**config.mk**
```make
export PLATFORM = sky130hd
export DESIGN_NAME = regfile_dual_write
export DESIGN_NICKNAME = d
export VERILOG_FILES = /design/src/rtl/regfile_dual_write.sv
export SDC_FILE = /design/constraint.sdc
export NUM_CORES = 2
export LEC_CHECK = 0
export ABC_AREA = 1
export BUFFER_PORTS_ARGS = -buffer_cell sky130_fd_sc_hd__buf_2
export CAP_MARGIN = 20
export CORE_MARGIN = 8
export CORE_UTILIZATION = 40
export CTS_CLUSTER_SIZE = 10
export DETAILED_ROUTE_END_ITERATION = 12
export GPL_ROUTABILITY_DRIVEN = 0
export PLACE_DENSITY_LB_ADDON = 0.1
export SLEW_MARGIN = 40
export SYNTH_ARGS = -nofsm -noshare
export SYNTH_HDL_FRONTEND = slang
export SYNTH_SLANG_ARGS = --single-unit
export TNS_END_PERCENT = 20
```
**constraint.sdc**
```tcl
create_clock -name clk -period 2.65 [get_ports clk]
set_input_delay 0.265 -clock clk [delete_from_list [all_inputs] [get_ports clk]]
set_output_delay 0.265 -clock clk [all_outputs]
set_load 0.1 [all_outputs]
```
**src/rtl/regfile_dual_write.sv**
```systemverilog
// regfile_dual_write: 2-write / 2-read register file with a self-clearing start-up sequence.
// Optional macro REGFILE_BYPASS_EN forwards same-cycle write data to the read ports.
module regfile_dual_write #(
    parameter int BIT_WIDTH  = 32,
    parameter int ADDR_WIDTH = 5
) (
    input  logic                  clk,
    input  logic                  rst,
    input  logic                  writeEnA,
    input  logic                  writeEnB,
    input  logic [ADDR_WIDTH-1:0] writeAddrA,
    input  logic [ADDR_WIDTH-1:0] writeAddrB,
    input  logic [BIT_WIDTH-1:0]  writeDataA,
    input  logic [BIT_WIDTH-1:0]  writeDataB,
    input  logic [ADDR_WIDTH-1:0] readAddr1,
    input  logic [ADDR_WIDTH-1:0] readAddr2,
    output logic [BIT_WIDTH-1:0]  readData1,
    output logic [BIT_WIDTH-1:0]  readData2,
    output logic                  ready
);

    localparam int DEPTH = 2 ** ADDR_WIDTH;
    localparam logic [ADDR_WIDTH-1:0] LAST_ADDR = '1;
    localparam logic [ADDR_WIDTH-1:0] FIRST_CLR = ADDR_WIDTH'(1);

    typedef enum logic {
        ST_CLEAR = 1'b0,
        ST_RUN   = 1'b1
    } state_t;

    state_t                state_q;
    logic [ADDR_WIDTH-1:0] clr_ptr_q;
    logic [ADDR_WIDTH-1:0] clr_ptr_d;
    logic                  ready_q;
    logic [BIT_WIDTH-1:0]  mem_q [DEPTH];

    logic run;
    logic wr_a;
    logic wr_b;

    // Entry 0 is hardwired to zero, so the clear walk and all writes skip it.
    assign run       = (state_q == ST_RUN) && !rst;
    assign wr_a      = run && writeEnA && (writeAddrA != '0);
    assign wr_b      = run && writeEnB && (writeAddrB != '0);
    assign clr_ptr_d = clr_ptr_q + 1'b1;

    // NOTE: sequential state uses non-blocking assignments so every register samples pre-edge values.
    always_ff @(posedge clk) begin
        if (rst) begin
            state_q   <= ST_CLEAR;
            clr_ptr_q <= FIRST_CLR;
            ready_q   <= 1'b0;
        end else begin
            case (state_q)
                ST_CLEAR: begin
                    clr_ptr_q <= clr_ptr_d;
                    if (clr_ptr_q == LAST_ADDR) begin
                        state_q <= ST_RUN;
                        ready_q <= 1'b1;
                    end
                end
                ST_RUN: begin
                    ready_q <= 1'b1;
                end
                default: begin
                    state_q   <= ST_CLEAR;
                    clr_ptr_q <= FIRST_CLR;
                    ready_q   <= 1'b0;
                end
            endcase
        end
    end

    // NOTE: the storage array has no reset branch; the CLEAR walk zeroes it one entry per cycle.
    always_ff @(posedge clk) begin
        if (!rst && state_q == ST_CLEAR) begin
            mem_q[clr_ptr_q] <= '0;
        end
        if (wr_a) begin
            mem_q[writeAddrA] <= writeDataA;
        end
        // Issued after port A so B's value lands when both target the same entry.
        if (wr_b) begin
            mem_q[writeAddrB] <= writeDataB;
        end
    end

    function automatic logic [BIT_WIDTH-1:0] read_port(input logic [ADDR_WIDTH-1:0] addr);
        logic [BIT_WIDTH-1:0] data;
        // NOTE: every combinational result gets a default first, so no path can infer a latch.
        data = mem_q[addr];
`ifdef REGFILE_BYPASS_EN
        if (wr_a && (writeAddrA == addr)) begin
            data = writeDataA;
        end
        if (wr_b && (writeAddrB == addr)) begin
            data = writeDataB;
        end
`endif
        if (!run || (addr == '0)) begin
            data = '0;
        end
        return data;
    endfunction

    always_comb begin
        readData1 = read_port(readAddr1);
        readData2 = read_port(readAddr2);
    end

    assign ready = ready_q;

endmodule

```
==> impl_metrics.py <==
metrics = {
    "final_layout": {
        "share_of_cells_above_drive_strength_1": 0.115,
        "syn_to_final_growth_pct": 17.5,
        "footprint_of_the_multi_input_gates_mm2": 0.0289,
        "final-seq-area_mm2": 0.0309,
        "final.fill_count": 15200,
        "design.final.nets": 8489,
    },
    "clock_network": {
        "maximum_root_to_sink_buffer_count": 3,
        "worstSkewPairLatency_ns": 0.78,
        "worst_setup_hold_path_clk_slew_ns": 0.06,
        "cts-buffers-inserted": 130,
        "cts_root_buf": "sky130_fd_sc_hd__clkbuf_16",
        "cts.sinks": 1031,
        "cts_tree": "done",
        "cts_htree_levels": 4,
    },
    "logic_synthesis": {
        "postSynthNetCount": 8572,
        "synthMuxAreaShare": 0,
        "combinational_family_with_the_most_area_after_synthesis": "simple AND/OR/NAND/NOR gates",
        "synth-simple-area-share": 0.329,
        "ys_seq_area_frac": 0.485,
        "yosysWarningCount": 0,
        "synth_xor_xnor_area_share": 0,
        "post_synth_num_cell_types": 32,
        "synth_area_mm2": 0.0636,
        "synth_area_in_compound_gates": 0.111,
        "yosys_register_bits": 1031,
        "synthesized_area_per_cell_um2": 7.50,
        "synth-adder-area-share": 0.000393,
        "syn_inst": 8482,
    },
    "setup_path": {
        "slowest_stage": "sky130_fd_sc_hd__dfxtp_4",
        "timing.critical_path.fanout_max": 6,
        "cp_num_buf_inv": 5,
        "path_cells": "nand2_8, clkinvlp_4, buf_12, nand2_8, clkbuf_16, a21oi_4, buf_12, buf_12",
        "most_common_cell_type_on_the_critical_path": "sky130_fd_sc_hd__buf_12",
        "startpoint_type": "flip-flop",
        "critical_path_arrival_ns": 2.36,
        "category_of_the_critical_setup_timing_path": "reg -> out",
        "worstReg2RegStart": "state_q$_SDFF_PP0_",
        "slowest_delay_ns": 0.38,
        "worstPathRequired_ns": 2.38,
        "endpoint_kind": "output port",
        "startpoint": "state_q$_SDFF_PP0_",
        "cpLargestDelayFamily": "buffers and inverters",
    },
    "sta": {
        "setup_viol": 0,
        "period_minus_slack_ns": 2.63,
        "fin_crit_sh": 0.991,
        "post-route-worst-setup-slack_ns": 0.0240,
        "worst_pin_slew_ns": 0.930,
        "finalSetupTns_ns": 0,
        "max_clock_freq_ghz": 0.381,
        "final_report_hold_violation_count": 0,
        "fin_worst_hold_slack_ns": 0.0112,
        "timing.max_slew.rel_slack": 0.380,
        "worst_clock_skew_ns": 0.0136,
        "rsz0062_at_grt": "true",
        "report.final.slew_viol_count": 0,
    },
    "placement": {
        "placement.setup.worst_slack_ns": 0.0888,
        "dp_hpwl_mm": 180,
        "portBuffers": 152,
    },
    "die": {
        "floorplan.rows": 146,
        "die-area_mm2": 0.172,
        "floorplan.core_area_mm2": 0.158,
        "floorplan.die.width_um": 415,
        "floorplan.initialDensity": 0.402,
        "die_height_um": 415,
        "i_o_pin_total": 153,
    },
    "route": {
        "maxUsedRoutingLayer": "met5",
        "detailroute.wirelength.met2_mm": 128,
        "finalWirelength_mm": 297,
        "detailroute.via_count": 63200,
        "drt.antenna.violating_nets": 0,
        "route.detailed.drc": 0,
        "drt-met1-wl_mm": 117,
        "drt_iter0_drc": 9054,
        "vias_per_cell": 6.00,
        "firstDrtPassIters": 9,
        "wl_per_cell_um": 28.2,
        "routed-wl-met3_mm": 36.9,
    },
    "global_route": {
        "first_global_vias": 57400,
        "grt_pass1_wl_mm": 420,
        "grt_max_degree": 84,
        "antenna_found_initial": 4,
        "grt.overflow.total": 0,
        "grt_usage": 0.330,
    },
    "flow_run": {
        "cap_viol_max_count": 0,
    },
    "power": {
        "vdd_ir_drop_max_mv": 0.679,
        "static-leakage-power_uw": 0.0287,
        "power_uw": 38200,
        "power.density_mw_per_mm2": 510,
    },
    "min_path": {
        "hp-class": "in -> reg",
        "worstHoldStart": "writeDataA[17]",
    },
    "run_status": {
        "result_of_the_run": "completed",
    },
}
Yosys cell counts, drive strengths merged:
cell type	number	area, um^2
a21boi	1	11.3
buf	456	2820
edfxtp	1024	30700
o21ai	1066	5460
nand3b	1	7.51
inv	129	484
nand2	3851	14500
ha	2	25.0
dfxtp	7	140
and2	1	6.26
clkbuf	372	1400
nand3	1115	5630
nor3	5	47.5
a21oi	322	1610
nor2	122	722
nand4	4	31.3
or2	1	6.26
clkinv	3	11.3
layer usage:
layer,up-vias,global-route usage
met1,29900,0.456
met3,828,0.0711
li1,28200,-
met4,2,0.151
met5,-,0
met2,4413,0.497
timing repair:
action | in CTS | in global routing
hold buffers | 7 | 0
gates resized for setup | 64 | 8
setup buffers | 1 | 1
endpoints found under the setup margin | 64 | 27
cloned | 1 | 1
pin swaps | 1 | 0
hold endpoints to repair | 13 | 0
cells in the final DEF (no fill, tap or decap), types with 31 or more instances in the layout:
cell type / count
sky130_fd_sc_hd__buf_4: 231
sky130_fd_sc_hd__nand3_1: 1096
sky130_fd_sc_hd__clkbuf_1: 37
sky130_fd_sc_hd__o21ai_2: 32
sky130_fd_sc_hd__o21ai_0: 587
sky130_fd_sc_hd__clkbuf_16: 139
sky130_fd_sc_hd__a21oi_2: 33
sky130_fd_sc_hd__nor2_4: 31
sky130_fd_sc_hd__edfxtp_1: 1024
sky130_fd_sc_hd__nor2_1: 75
sky130_fd_sc_hd__nand2_1: 3800
sky130_fd_sc_hd__buf_12: 271
sky130_fd_sc_hd__inv_1: 119
sky130_fd_sc_hd__a21oi_1: 271
sky130_fd_sc_hd__buf_2: 80
sky130_fd_sc_hd__o21ai_1: 447
sky130_fd_sc_hd__nand2_4: 44
report_power, final:
| part | internal, uW | switching (uW) | total (uW) |
|---|---|---|---|
| sequential | 17800 | 52.0 | 17800 |
| clock | 9260 | 7200 | 16500 |
| combinational | 1040 | 2820 | 3870 |
| total | 28100 | 10100 | 38200 |
path summary, 6_finish.rpt:
kind              depth (start not counted)                      end  slack [ns]
setup / recovery                          8            readData1[22]        0.02
hold / removal                            3   mem_q[0][17]$_DFFE_PP_        0.01
setup reg to reg                          9  mem_q[20][18]$_DFFE_PP_        0.31
hold reg to reg                           2       ready$_SDFFE_PP0P_        0.51
cell type report:
type | instances | share of cell area
Sequential cell | 1031 | 0.413
Clock inverter | 28 | 0.00191
Tap cell | 2072 | 0.0347
Multi-Input combinational cell | 6491 | 0.387
Antenna cell | 2 | 0.0000669
Inverter | 132 | 0.00718
Clock buffer | 173 | 0.0474
Timing Repair Buffer | 613 | 0.109
per-stage QoR:
step | utilization | area [um^2] | cells
global placement | 0.444 | 70300 | 10300
finish | 0.473 | 74800 | 10500
CTS | 0.471 | 74600 | 10500
global route | 0.473 | 74800 | 10500
floorplan | - | 63700 | 8482
detailed placement | 0.445 | 70500 | 10300
worst reg2reg max path, cell delays in order (launching register included):
cell and delay (ns):
sky130_fd_sc_hd__dfxtp_4 0.38, sky130_fd_sc_hd__nand2_8 0.09, sky130_fd_sc_hd__nor2_8 0.17, sky130_fd_sc_hd__nand2_8 0.11, sky130_fd_sc_hd__nand2_1 0.08, sky130_fd_sc_hd__o21ai_1 0.14
sky130_fd_sc_hd__nor2_1 0.38, sky130_fd_sc_hd__nand2_1 0.16, sky130_fd_sc_hd__nand2_4 0.11, sky130_fd_sc_hd__buf_4 0.34
state kept, by name, summed over array words and instances (netlist names):
name and count:
state_q 1, clr_ptr_q 5, ready 1, mem_q 1024
cell families after synthesis:
family / Yosys count
AND/OR/NAND/NOR: 5100
AO/OA/AOI/OAI: 1389
flip-flops: 1031
buffers and inverters: 960
adder cells (fa/ha/maj): 2
Power figures use the tool's default switching activity.
